**src/rtl/io_hex_controller.sv**
```systemverilog
// io_hex_controller
//   IO unit between the core and the board pins.
//   IN : debounced push-button read of the switches with an in_ready handshake.
//   OUT: sequential double-dabble conversion of out_data to decimal, shown on
//        DIGITS active-low seven-segment displays (bit0=a .. bit6=g).
//
// Ports
//   CLK        system clock, rising edge
//   reset      asynchronous active-low reset
//   insert     raw push-button (asynchronous to CLK)
//   SW         switch value, zero-extended into user_input
//   in_req     core executing IN (level)
//   out_req    core executing OUT (level)
//   out_data   word to display
//   halt       core halted: no new IN/OUT activity is started
//   user_input latched switch value
//   in_ready   one-cycle pulse when an IN completes
//   stall      core must hold its PC (combinational)
//   busy       converter active
//   ovf        last displayed value did not fit
//   hex        digit i at hex[7i+6:7i]
//
// Build option
//   SIGNED_DISPLAY_EN : treat out_data as two's complement and show a leading
//                       '-' for negative values. Undefined: unsigned only.
//
// Input FSM
//   state   | meaning
//   IN_IDLE | no IN in progress
//   IN_WAIT | IN issued, waiting for a debounced insert press
//   IN_DONE | switches latched, in_ready high for this cycle
module io_hex_controller #(
  parameter int DATA_W       = 32,
  parameter int SW_W         = 18,
  parameter int DIGITS       = 8,
  parameter int DEBOUNCE_CYC = 4
) (
  input  logic                  CLK,
  input  logic                  reset,
  input  logic                  insert,
  input  logic [SW_W-1:0]       SW,
  input  logic                  in_req,
  input  logic                  out_req,
  input  logic [DATA_W-1:0]     out_data,
  input  logic                  halt,
  output logic [DATA_W-1:0]     user_input,
  output logic                  in_ready,
  output logic                  stall,
  output logic                  busy,
  output logic                  ovf,
  output logic [7*DIGITS-1:0]   hex
);

  localparam int BCD_W = 4 * DIGITS;
  localparam int CNT_W = (DATA_W > 1) ? $clog2(DATA_W) : 1;
  localparam int DB_W  = (DEBOUNCE_CYC > 1) ? $clog2(DEBOUNCE_CYC) : 1;

  localparam logic [DB_W-1:0]  DB_LOAD  = DB_W'(DEBOUNCE_CYC - 1);
  localparam logic [CNT_W-1:0] SH_LOAD  = CNT_W'(DATA_W - 1);
  localparam logic [6:0]       SEG_BLK  = 7'h7F;
  localparam logic [6:0]       SEG_DASH = 7'b0111111;
  localparam logic [7*DIGITS-1:0] HEX_RST = {{(DIGITS-1){7'h7F}}, 7'b1000000};

  function automatic logic [6:0] seg7(input logic [3:0] d);
    case (d)
      4'd0:    seg7 = 7'b1000000;
      4'd1:    seg7 = 7'b1111001;
      4'd2:    seg7 = 7'b0100100;
      4'd3:    seg7 = 7'b0110000;
      4'd4:    seg7 = 7'b0011001;
      4'd5:    seg7 = 7'b0010010;
      4'd6:    seg7 = 7'b0000010;
      4'd7:    seg7 = 7'b1111000;
      4'd8:    seg7 = 7'b0000000;
      4'd9:    seg7 = 7'b0010000;
      default: seg7 = SEG_BLK;
    endcase
  endfunction

  // Leading-zero blanking; digit 0 is always shown so a zero value reads "0".
  function automatic logic [7*DIGITS-1:0] fmt_hex(input logic [BCD_W-1:0] bcd,
                                                  input logic neg,
                                                  input logic all_dash);
    int msd;
    msd = 0;
    for (int i = 0; i < DIGITS; i++)
      if (bcd[4*i +: 4] != 4'd0) msd = i;
    for (int i = 0; i < DIGITS; i++) begin
      if (all_dash)                 fmt_hex[7*i +: 7] = SEG_DASH;
      else if (i <= msd)            fmt_hex[7*i +: 7] = seg7(bcd[4*i +: 4]);
      else if (neg && i == msd + 1) fmt_hex[7*i +: 7] = SEG_DASH;
      else                          fmt_hex[7*i +: 7] = SEG_BLK;
    end
  endfunction

  // ---------------------------------------------------------------------------
  // Insert conditioning: synchroniser, then a down-counter that must reach
  // terminal count on consecutive differing samples before the level flips.
  // ---------------------------------------------------------------------------
  logic            sync1_q, sync2_q, deb_q, ins_evt_q;
  logic [DB_W-1:0] db_cnt_q;

  always_ff @(posedge CLK or negedge reset) begin
    if (!reset) begin
      sync1_q   <= 1'b0;
      sync2_q   <= 1'b0;
      deb_q     <= 1'b0;
      ins_evt_q <= 1'b0;
      db_cnt_q  <= DB_LOAD;
    end else begin
      sync1_q   <= insert;
      sync2_q   <= sync1_q;
      ins_evt_q <= 1'b0;
      if (sync2_q == deb_q) begin
        db_cnt_q <= DB_LOAD;
      end else if (db_cnt_q == '0) begin
        deb_q     <= sync2_q;
        ins_evt_q <= sync2_q;
        db_cnt_q  <= DB_LOAD;
      end else begin
        db_cnt_q <= db_cnt_q - DB_W'(1);
      end
    end
  end

  // ---------------------------------------------------------------------------
  // Input FSM
  // ---------------------------------------------------------------------------
  typedef enum logic [1:0] {IN_IDLE, IN_WAIT, IN_DONE} in_state_e;

  in_state_e         in_state_q;
  logic              in_ready_q;
  logic [DATA_W-1:0] user_input_q;

  always_ff @(posedge CLK or negedge reset) begin
    if (!reset) begin
      in_state_q   <= IN_IDLE;
      in_ready_q   <= 1'b0;
      user_input_q <= '0;
    end else begin
      in_ready_q <= 1'b0;
      if (halt) begin
        in_state_q <= IN_IDLE;
      end else begin
        case (in_state_q)
          IN_IDLE: if (in_req) in_state_q <= IN_WAIT;
          IN_WAIT: begin
            if (ins_evt_q) begin
              user_input_q <= DATA_W'(SW);
              in_ready_q   <= 1'b1;
              in_state_q   <= IN_DONE;
            end else if (!in_req) begin
              in_state_q <= IN_IDLE;
            end
          end
          IN_DONE: in_state_q <= IN_IDLE;
          default: in_state_q <= IN_IDLE;
        endcase
      end
    end
  end

  // ---------------------------------------------------------------------------
  // Converter
  // ---------------------------------------------------------------------------
  logic                 busy_q, armed_q, ovf_run_q, ovf_q;
  logic [DATA_W-1:0]    bin_q, mag;
  logic [BCD_W-1:0]     bcd_q, bcd_adj, bcd_d;
  logic [CNT_W-1:0]     sh_cnt_q;
  logic [7*DIGITS-1:0]  hex_q, hex_d;
  logic                 accept, carry, sign_ovf, disp_neg, ovf_d;

`ifdef SIGNED_DISPLAY_EN
  logic neg_q;
  // Negating the most negative value wraps to itself, which read as unsigned
  // is exactly its magnitude.
  assign mag      = out_data[DATA_W-1] ? (~out_data + DATA_W'(1)) : out_data;
  assign disp_neg = neg_q;
  // A sign needs a free digit to the left of the most significant digit.
  assign sign_ovf = neg_q & (bcd_d[BCD_W-1 -: 4] != 4'd0);
`else
  assign mag      = out_data;
  assign disp_neg = 1'b0;
  assign sign_ovf = 1'b0;
`endif

  // armed_q remembers that out_req has been low since the last accept.
  assign accept = out_req & ~busy_q & ~halt & armed_q;

  always_comb begin
    bcd_adj = bcd_q;
    for (int i = 0; i < DIGITS; i++)
      if (bcd_q[4*i +: 4] >= 4'd5) bcd_adj[4*i +: 4] = bcd_q[4*i +: 4] + 4'd3;
  end

  assign carry = bcd_adj[BCD_W-1];
  assign bcd_d = {bcd_adj[BCD_W-2:0], bin_q[DATA_W-1]};
  assign ovf_d = ovf_run_q | carry | sign_ovf;
  assign hex_d = fmt_hex(bcd_d, disp_neg, ovf_d);

  always_ff @(posedge CLK or negedge reset) begin
    if (!reset) begin
      busy_q    <= 1'b0;
      armed_q   <= 1'b1;
      ovf_run_q <= 1'b0;
      ovf_q     <= 1'b0;
      bin_q     <= '0;
      bcd_q     <= '0;
      sh_cnt_q  <= '0;
      hex_q     <= HEX_RST;
`ifdef SIGNED_DISPLAY_EN
      neg_q     <= 1'b0;
`endif
    end else begin
      if (!out_req) armed_q <= 1'b1;
      if (accept) begin
        busy_q    <= 1'b1;
        armed_q   <= 1'b0;
        bin_q     <= mag;
        bcd_q     <= '0;
        ovf_run_q <= 1'b0;
        sh_cnt_q  <= SH_LOAD;
`ifdef SIGNED_DISPLAY_EN
        neg_q     <= out_data[DATA_W-1];
`endif
      end else if (busy_q) begin
        bin_q     <= bin_q << 1;
        bcd_q     <= bcd_d;
        ovf_run_q <= ovf_run_q | carry;
        sh_cnt_q  <= sh_cnt_q - CNT_W'(1);
        if (sh_cnt_q == '0) begin
          busy_q <= 1'b0;
          hex_q  <= hex_d;
          ovf_q  <= ovf_d;
        end
      end
    end
  end

  assign stall      = ~halt & ((in_req & (in_state_q != IN_DONE)) | (out_req & busy_q));
  assign busy       = busy_q;
  assign ovf        = ovf_q;
  assign hex        = hex_q;
  assign in_ready   = in_ready_q;
  assign user_input = user_input_q;

endmodule

```
**config.mk**
```make
export PLATFORM = sky130hd
export DESIGN_NAME = io_hex_controller
export DESIGN_NICKNAME = d
export VERILOG_FILES = /design/src/rtl/io_hex_controller.sv
export SDC_FILE = /design/constraint.sdc
export NUM_CORES = 1
export LEC_CHECK = 0
export ABC_AREA = 1
export ABC_CLOCK_PERIOD_IN_PS = 6700
export BUFFER_PORTS_ARGS = -buffer_cell sky130_fd_sc_hd__buf_2
export CAP_MARGIN = 20
export CORE_UTILIZATION = 45
export DETAILED_ROUTE_END_ITERATION = 6
export PLACE_DENSITY = 0.7
export SLEW_MARGIN = 0
export SYNTH_ARGS = -nofsm -noshare
export SYNTH_HDL_FRONTEND = slang
export SYNTH_SLANG_ARGS = --single-unit
```
**constraint.sdc**
```tcl
create_clock -name CLK -period 6.7 [get_ports CLK]
set_input_delay 0.67 -clock CLK [delete_from_list [all_inputs] [get_ports CLK]]
set_output_delay 0.67 -clock CLK [all_outputs]
set_load 0.05 [all_outputs]
```
==> metrics.md <==
| Metric | Value |
|---|---|
| Port buffer count | `between 100 and 150` |
| DIE AREA | `~0.020 sq mm` |
| Initial antenna violation count | `0` |
| Final min period | `2820 ps` |
| Largest net degree at the start of global routing | `83` |
| Number of global-route vias before repair | `~6.5k` |
| Post-synthesis cell count | `slightly below 1k` |
| DR vias | `6795` |
| Async SR Flop Fraction | `100%` |
| Clock transition at path regs | `60 ps` |
| Reg2reg path depth | `16` |
| Post-CTS Setup Inserts | `0` |
| CP Launch Type | `flop` |
| Skew-Pair Late Insertion Delay | `roughly 430 ps` |
| ANT nets after route | `0` |
| Worst hold path class | `input port to asynchronous set/reset pin` |
| Io pins | `between 100 and 150` |
| Peak VDD IR | `~0.26 mV` |
| Die Height | `between 100 and 150 um` |
| CP Cell Sequence | `inv_1 > ha_1 > inv_1 > nand2_1 > nand3_2 > a21boi_1 > inv_1 > ha_1 > inv_1 > nor3_4 > nand2_2 > nor2_8 > nand2_2 > nand2_1 > nand2_1 > nand2_1` |
| Final period utilization | `42.1%` |
| Tot Pwr | `between 5 and 6 mW` |
| Gpl congestion | `0.884` |
| Area after DPL | `~0.0095 sq mm` |
| Total Wirelength | `18600 um` |
| Yosys reg bits | `approximately 160` |
| RSZ-0062 raised after global routing | `false` |
| Worst Path Buf+Inv | `4` |
| Setup Slack @ Placement | `between 2000 and 3000 ps` |
| Clock root buffer master | `clkbuf_16` |
| Layout area overhead | `16.9%` |
| DRT Pass-1 Iters | `4` |
| Post-synth EDFFs | `0` |
| Worst slew pin tran | `roughly 680 ps` |
| Initial Utilization | `between 40% and 50%` |
| Crit path largest cell delay | `between 400 and 500 ps` |
| Primary FF master, synth | `dfrtp_1` |
| Distinct cells, synth | `49` |
| Setup_tns | `0 ps` |
| Max Fclk | `between 300 and 400 MHz` |
| Post-synthesis sequential area ratio | `45.9%` |
| Vias per cell | `approximately 5` |
| Total congestion overflow | `0` |
| Die W | `roughly 140 um` |
| Clk sinks | `156` |
| Syn Area/Cell | `between 8 and 9 sq um` |
| Clock Skew | `approximately 12 ps` |
| Synthesized cell area | `approximately 0.0087 sq mm` |
| H-tree Lvls | `4` |
| Share of layout cells above drive strength 1 | `between 20% and 30%` |
| GRT Total Usage | `between 10% and 20%` |
| Final setup fails | `0` |
| DRC Markers | `0` |
| Final #Nets | `approximately 1.2k` |
| Hold Vio Cnt, Final | `0` |
| CP arrival | `around 3200 ps` |
| Power Density | `567 mW/mm^2` |
| Antenna Cells | `0` |
| Outcome | `completed` |
| Fin. max-slew vios | `0` |
| Placeable Area | `between 0.015 and 0.02 sq mm` |
| Clock Tree Buf Depth | `2` |
| Worst Path Required | `approximately 7100 ps` |
| Max-cap violations | `0` |
| CTS tree | `built` |
| Post-DP HPWL | `13000 um` |
| Cell row count | `50` |
| Hold Buf Count CTS | `0` |
| Critical Path End Type | `flop` |
| 1st-iter DRT viols | `between 300 and 400` |
| Synth warnings | `0` |
| Critical-path cell with the highest stage delay | `dfrtp_1` |
| Non-Filler Cell Area, Final | `roughly 0.010 sq mm` |
| Leak | `5.02 nW` |
| Slew HR | `~54%` |
| WL/cell | `around 14 um` |
| Post-cts gate resize count | `0` |
| Final WS setup | `3880 ps` |
| Kind of critical path | `flop to flop` |
| CTS Buf Count | `17` |
| Crit. path cell count | `16` |
| Global-route wire length before repair | `between 30000 and 40000 um` |
| Family with the most delay on the worst path | `simple AND/OR/NAND/NOR gates` |
| Critical path peak fanout | `7` |
==> Yosys cell counts, types with 2 or more instances <==
cell,count,area share (%)
a21boi_1,2,0.17
a21oi_1,30,1.7
a2bb2oi_1,15,1.5
a2bb2oi_2,2,0.35
a31oi_1,2,0.14
and2_1,2,0.14
buf_1,3,0.13
buf_2,11,0.64
buf_4,15,1.3
clkbuf_1,14,0.61
dfrtp_1,103,30
dfstp_2,53,16
ha_1,55,8.0
inv_1,155,6.7
inv_2,15,0.65
nand2_1,210,9.1
nand2_2,5,0.36
nand2_4,3,0.39
nand3_1,44,2.5
nand3_4,3,0.61
nand4_1,9,0.65
nor2_1,31,1.3
nor2_2,4,0.29
nor2_8,3,0.69
nor3_1,7,0.40
nor3_4,2,0.38
o211ai_1,4,0.35
o21a_1,11,0.95
o21ai_0,43,2.5
o21ai_1,20,1.2
o21ai_2,2,0.20
o21ai_4,3,0.56
o221ai_1,31,3.1
o22ai_1,31,2.2
or2_2,20,1.4
xor2_1,14,1.4
==> routing by layer <==
metal	GRT usage (%)	vias up	part of all wire, %
met4	5.66	0	0.89
met5	0	-	0
met1	26.9	3151	49
li1	-	3478	-
met3	4.69	15	4.7
met2	31.1	151	46
==> worst register-to-register path, delay by kind of cell (launching register included) <==
family | cells | cell delay (ps)
AND/OR/NAND/NOR | 9 | 1310
buffers and inverters | 4 | 430
flip-flops | 1 | 420
adder cells (fa/ha/maj) | 2 | 400
AO/OA/AOI/OAI | 1 | 220
==> cell type report <==
class	instances	area, sq um
Clock inverter	15	155
Multi-Input combinational cell	633	3870
Timing Repair Buffer	140	769
Tap cell	234	293
Sequential cell	156	3970
Fill cell	1706	8650
Inverter	171	642
Clock buffer	17	425
==> per-stage QoR <==
stage	hold WS, ps	cells	utilization [%]
2_1_floorplan	331	1003	-
3_3_place_gp	333	1331	50.5
3_5_place_dp	337	1331	50.5
4_1_cts	281	1363	53.6
5_1_grt	316	1366	53.9
6_report	272	1366	53.9
==> state kept, by name (all words and copies together) (netlist names), 2 cells and up <==
name	flops
hex	56
bcd_q	32
bin_q	32
user_input	18
sh_cnt_q	5
db_cnt_q	2
in_state_q	2
==> path summary, 6_finish.rpt <==
check | to | start | slack, ps
setup / recovery | hex[27]$_DFFE_PN1P_ | bcd_q[25]$_DFFE_PN0P_ | 3880
max in group asynchronous | db_cnt_q[1]$_DFF_PN1_ | reset | 5250
hold / removal | ovf$_DFFE_PN0P_ | reset | 270
setup reg to reg | hex[27]$_DFFE_PN1P_ | bcd_q[25]$_DFFE_PN0P_ | 3880
min in group CLK | sync1_q$_DFF_PN0_ | insert | 350
hold reg to reg | sync2_q$_DFF_PN0_ | sync1_q$_DFF_PN0_ | 350
==> power breakdown <==
group          total, mW  internal (mW)  switching (mW)
clock network      0.946          0.523           0.422
logic               3.27          0.994            2.27
registers           1.52           1.34           0.184
==> cell usage in the layout (no fill, tap or decap), types with 3 or more instances in the layout <==
| cell | instances |
|---|---|
| buf_4 | 4 |
| o211ai_1 | 4 |
| nor2_1 | 31 |
| inv_2 | 15 |
| dfrtp_1 | 103 |
| nor3_1 | 6 |
| nor2_2 | 4 |
| o221ai_1 | 31 |
| o21ai_0 | 43 |
| o21a_1 | 11 |
| nand3_1 | 44 |
| nor2_8 | 3 |
| nand3_4 | 3 |
| nand2_4 | 3 |
| nand2_2 | 5 |
| inv_6 | 6 |
| a21oi_1 | 30 |
| clkbuf_16 | 17 |
| nand4_1 | 9 |
| dfstp_2 | 53 |
| inv_1 | 155 |
| nand2_1 | 210 |
| ha_1 | 55 |
| buf_2 | 132 |
| xor2_1 | 14 |
| a2bb2oi_1 | 15 |
| clkinvlp_4 | 3 |
| o21ai_4 | 3 |
| conb_1 | 14 |
| o22ai_1 | 31 |
| or2_2 | 20 |
| o21ai_1 | 20 |
==> cell families after synthesis <==
group           Yosys count  synth area share, %
compound gates          200                 15.4
xor+xnor                 15                 1.60
fa+ha+maj                55                 7.95
buf+inv                 214                 10.1
flops                   156                 45.9
other cells               1               0.0433
simple gates            349                 19.0
Power figures use the tool's default switching activity.
